`config.mk`:
```
export PLATFORM = sky130hd
export DESIGN_NAME = display_scan4_flat
export DESIGN_NICKNAME = d
export VERILOG_FILES = /design/src/rtl/display_scan4_if.sv /design/src/rtl/display_scan4.sv /design/src/flat_wrapper.sv
export SDC_FILE = /design/constraint.sdc
export NUM_CORES = 1
export LEC_CHECK = 0
export ABC_AREA = 1
export BUFFER_PORTS_ARGS = -buffer_cell sky130_fd_sc_hd__buf_4
export CORE_ASPECT_RATIO = 0.7
export CORE_UTILIZATION = 60
export CTS_CLUSTER_DIAMETER = 100
export DETAILED_ROUTE_END_ITERATION = 16
export MAX_ROUTING_LAYER = met4
export PLACE_DENSITY = 0.81
export SLEW_MARGIN = 25
export SYNTH_ARGS = -nofsm -noshare
export SYNTH_HDL_FRONTEND = slang
export SYNTH_SLANG_ARGS = --single-unit
```
`constraint.sdc`:
```
create_clock -name clk -period 3.2 [get_ports clk]
set_input_delay 0.64 -clock clk [delete_from_list [all_inputs] [get_ports clk]]
set_output_delay 0.64 -clock clk [all_outputs]
set_load 0.05 [all_outputs]
```
`src/rtl/display_scan4_if.sv`:
```
// ============================================================================
// Module   : display_scan4_if
// Brief    : Bundles the value/control inputs and the scan outputs of the
//            four-digit display scanner.
// Revision : 1.0
// ============================================================================
`default_nettype none

interface display_scan4_if;
    logic [15:0] value_in;
    logic        load;
    logic        blank_lz;
    logic [3:0]  dp_in;
    logic [3:0]  bcd_out;
    logic [3:0]  an;
    logic        dp;
    logic [1:0]  digit_idx;

    modport master (
        output value_in, load, blank_lz, dp_in,
        input  bcd_out, an, dp, digit_idx
    );

    modport slave (
        input  value_in, load, blank_lz, dp_in,
        output bcd_out, an, dp, digit_idx
    );
endinterface

`default_nettype wire

```
`src/rtl/display_scan4.sv`:
```
// ============================================================================
// Module   : display_scan4
// Brief    : Four-digit time-multiplexed display scanner with frame-aligned
//            value update, leading-zero blanking and decimal points.
// Revision : 1.0
// ============================================================================
`default_nettype none

module display_scan4 #(
    parameter int unsigned REFRESH_DIV = 50000
) (
    input  wire logic        clk,
    input  wire logic        rst,
    display_scan4_if.slave   bus
);

    localparam int unsigned      PCNT_W = 24;
    localparam logic [PCNT_W-1:0] C_PMAX = PCNT_W'(REFRESH_DIV - 1);

    logic [PCNT_W-1:0] pcnt_q, pcnt_d;
    logic [1:0]        idx_q, idx_d;
    logic [15:0]       pending_q, pending_d;
    logic [15:0]       active_q, active_d;
    logic [3:0]        bcd_q, bcd_d;
    logic [3:0]        an_q, an_d;
    logic              dp_q, dp_d;

    logic              tick;
    logic              frame_end;
    logic [3:0]        blanked;
    logic [3:0]        nib_cur;

    always_comb begin
        tick      = (pcnt_q == C_PMAX);
        frame_end = tick && (idx_q == 2'd3);

        // A digit is blank only if it and every digit to its left is zero.
        blanked    = 4'b0000;
        blanked[3] = bus.blank_lz && (active_q[15:12] == 4'h0);
        blanked[2] = blanked[3]   && (active_q[11:8]  == 4'h0);
        blanked[1] = blanked[2]   && (active_q[7:4]   == 4'h0);

        nib_cur = active_q[{idx_q, 2'b00} +: 4];

        pcnt_d    = tick ? '0 : pcnt_q + 1'b1;
        idx_d     = tick ? idx_q + 2'd1 : idx_q;
        pending_d = bus.load ? bus.value_in : pending_q;
        active_d  = active_q;
        // A load coinciding with the boundary bypasses pending so it is not lost for a frame.
        if (frame_end) begin
            active_d = bus.load ? bus.value_in : pending_q;
        end

        bcd_d = nib_cur;
        an_d  = blanked[idx_q] ? 4'b1111 : ~(4'b0001 << idx_q);
        dp_d  = blanked[idx_q] | ~bus.dp_in[idx_q];
    end

    always_ff @(posedge clk or posedge rst) begin
        if (rst) begin
            pcnt_q    <= '0;
            idx_q     <= 2'd0;
            pending_q <= 16'h0000;
            active_q  <= 16'h0000;
            bcd_q     <= 4'h0;
            an_q      <= 4'b1110;
            dp_q      <= 1'b1;
        end else begin
            pcnt_q    <= pcnt_d;
            idx_q     <= idx_d;
            pending_q <= pending_d;
            active_q  <= active_d;
            bcd_q     <= bcd_d;
            an_q      <= an_d;
            dp_q      <= dp_d;
        end
    end

    assign bus.bcd_out   = bcd_q;
    assign bus.an        = an_q;
    assign bus.dp        = dp_q;
    assign bus.digit_idx = idx_q;

endmodule

`default_nettype wire

```
`src/flat_wrapper.sv`:
```
// flat-port wrapper written by rule: the top's interface ports become plain ports
module display_scan4_flat 
#(
    parameter int unsigned REFRESH_DIV = 50000
)
  (clk, rst, bus_value_in, bus_load, bus_blank_lz, bus_dp_in, bus_bcd_out, bus_an, bus_dp, bus_digit_idx);
  display_scan4_if bus_i ();
  input  wire logic clk;
  input  wire logic rst;
  input wire logic [$bits(bus_i.value_in)-1:0] bus_value_in;
  input wire logic [$bits(bus_i.load)-1:0] bus_load;
  input wire logic [$bits(bus_i.blank_lz)-1:0] bus_blank_lz;
  input wire logic [$bits(bus_i.dp_in)-1:0] bus_dp_in;
  output wire logic [$bits(bus_i.bcd_out)-1:0] bus_bcd_out;
  output wire logic [$bits(bus_i.an)-1:0] bus_an;
  output wire logic [$bits(bus_i.dp)-1:0] bus_dp;
  output wire logic [$bits(bus_i.digit_idx)-1:0] bus_digit_idx;
  assign bus_i.value_in = bus_value_in;
  assign bus_i.load = bus_load;
  assign bus_i.blank_lz = bus_blank_lz;
  assign bus_i.dp_in = bus_dp_in;
  assign bus_bcd_out = bus_i.bcd_out;
  assign bus_an = bus_i.an;
  assign bus_dp = bus_i.dp;
  assign bus_digit_idx = bus_i.digit_idx;
  display_scan4 #(.REFRESH_DIV(REFRESH_DIV)) u_core (.clk(clk), .rst(rst), .bus(bus_i));
endmodule
```
==> impl_metrics.yaml <==
synth:
  synth_edf_count: 0
  yosys.area_share.simple_pct: 28.1
  synthAdderAreaFrac_pct: 1.90
  synth_most_common_cell: "nand2_1"
  yosysSeqAreaShare_pct: 51.1
  synth_largest_area_cell: "dfrtp_1"
  syn_avg_cell_area_um2: 8.78
  syn-cell-area_um2: 3290
  syn_inst: 375
  synth_nets: 404
  synth.area.top_cells: "dfrtp_1 (48%), nand2_1 (12%), nor2_1 (5.7%), mux2_2 (5.5%), nand3_1 (5.2%)"
  synthXorXnorAreaFrac_pct: 2.40
  synth.top_cell.area_share_pct: 47.9
  synthTopCellsByCount: "nand2_1 (103), dfrtp_1 (63), nor2_1 (50)"
  yosys_warnings: 0
  synth_top_flop_cell: "dfrtp_1"
  async_reset_ff_share_pct: 100
  ys_seq_elements: 67
  synth_compound_area_share_pct: 3.92
  ys_types: 32
  synthMuxAreaShare_pct: 5.48
  synth_top_family_by_area: "simple AND/OR/NAND/NOR gates"
sta:
  slew_viol_final: 0
  relSlewSlack_pct: 51.9
  post-route-period-util_pct: 59.5
  period_needed_ns: 1.90
  rsz0062_at_grt: "false"
  setup_violations: 0
  fmax_mhz: 525
  finalSetupTns_ns: 0
  worst_slew_pin_slew_ns: 0.722
  hold_violations: 0
  setup_ws_ns: 1.30
  skew_ns: 0.00933
drt:
  wirelength_um: 6910
  drc_errors: 1
  vias_per_cell: 5.24
  wire_per_inst_um: 14.1
  drt_first_pass_iters: 11
  dr.first_iter.drc_count: 243
  antenna_left: 0
  dr_total_vias: 2574
critical_path:
  critical_path_required_ns: 3.44
  critPathMaxFanout: 18
  crit_path_end_kind: "register"
  rrSetupSlack_ns: 1.30
  critPathKind: "register to register"
  worstPathArrival_ns: 2.14
  cp-start-kind: "register"
  regToRegStartpoint: "u_core.bus.digit_idx[0]"
  ff2ff_path_depth: 4
  timing.rr.end: "u_core.active_q[11]"
final_layout:
  fin_nets: 443
  area_delta_synth_final_pct: 15.1
  diodes: 0
  layout-drive-gt1-share_pct: 20.5
  utilization_pct: 72.1
  final_cells: 491
global_route:
  grt_max_degree: 29
  grt_pass1_wl_um: 11600
  grt_pass1_vias: 2420
  track_usage_pct: 27.6
  antenna_found_initial: 0
  grt_overflow: 0
placement:
  dp.cells: 475
  dp_hpwl_um: 4950
  portBuffers: 34
  place_congestion: 0.920
  place_ws_ns: 1.30
power_and_ir_drop:
  ir_drop_mv: 0.313
  total_power_w: 0.00172
  power_density_nw_per_um2: 454
  p_leak_nw: 1.85
clock_tree:
  post-cts-setup-buffers: 0
  cts_tree: "built"
  htree_levels: 3
  clkTransAtPathRegs_ns: 0.08
  cts_buffers: 9
  clockRootBuffer: "clkbuf_8"
  insertion_delay_ns: 0.35
  cts-resized-gates: 0
  clk_path_buf_depth: 2
  hold_buffers: 0
  clkSinkCount: 67
floorplanning:
  die_y_um: 64.0
  ioPinCount: 35
  die-area_um2: 5790
  core_um2: 5260
  die_x_um: 90.5
  start_util_pct: 62.6
  row_count: 22
hold_path:
  min-delay-path-class: "input port to async pin"
run_status:
  status: "complete, but fails checks"
  violations: "DRC"
job:
  maxCapViolCount: 0
registers in the layout, indices dropped and copies added (netlist names):
signal                flops
u_core.bus.an             4
u_core.pcnt_q            24
u_core.bus.bcd_out        4
u_core.pending_q         16
u_core.bus.dp             1
u_core.active_q          16
u_core.bus.digit_idx      2
worst max-delay path, cell delays in order, from the launching register on:
cell,delay (ns)
dfrtp_1,0.54
ha_1,0.69
nand4_4,0.33
nand2_1,0.16
nand2_1,0.07
final cells by class:
type,count,area (µm²)
Tap cell,72,90.1
Multi-Input combinational cell,259,1380
Timing Repair Buffer,36,270
Clock buffer,10,128
Sequential cell,67,1680
Fill cell,403,1470
Inverter,41,154
Clock inverter,6,90.1
through the flow:
step	hold WS (ns)	cell area, µm²
after floorplan	0.444	3290
after detailed placement	0.469	3570
after CTS	0.285	3790
final	0.278	3790
after global placement	0.466	3570
after global routing	0.311	3790
worst max path at each step:
stage | startpoint | endpoint | slack, ns | depth (start not counted)
after detailed placement | u_core.bus.digit_idx[0] | u_core.active_q[11] | 1.30 | 4
after global placement | u_core.bus.digit_idx[0] | u_core.active_q[3] | 1.41 | 4
after floorplan | rst | u_core.active_q[0] | 0.88 | 1
after global routing | u_core.bus.digit_idx[0] | u_core.active_q[8] | 1.09 | 4
final | u_core.bus.digit_idx[0] | u_core.active_q[11] | 1.30 | 4
after CTS | u_core.bus.digit_idx[0] | u_core.active_q[11] | 1.29 | 4
cells by family after synthesis:
group | Yosys count
flops | 67
compound gates | 23
xor+xnor | 9
simple gates | 206
fa+ha+maj | 5
buf+inv | 49
mux | 16
cells in the final DEF, fill, tap and decap left out, types with 5 or more instances in the layout:
cell / n
dfrtp_1: 63
nand3_1: 34
nor2_1: 50
nand2_1: 103
ha_1: 5
o21ai_0: 14
mux2_2: 16
buf_4: 36
xor2_1: 6
clkbuf_8: 9
inv_1: 38
power breakdown:
part	internal, W	switching (W)
sequential	0.000868	0.00000583
clock	0.000440	0.000327
combinational	0.0000388	0.0000394
routing by layer:
| metal | routed length [µm] | vias up | GRT usage [%] | share of wire, % |
|---|---|---|---|---|
| met3 | 509 | 12 | 6.43 | 7.4 |
| met2 | 2840 | 93 | 36.7 | 41 |
| met1 | 3440 | 1201 | 40.8 | 50 |
| met5 | 0 | - | - | 0 |
| li1 | - | 1268 | - | - |
| met4 | 113 | 0 | 10.5 | 1.6 |
No activity file was read; power rests on OpenSTA's default activity.
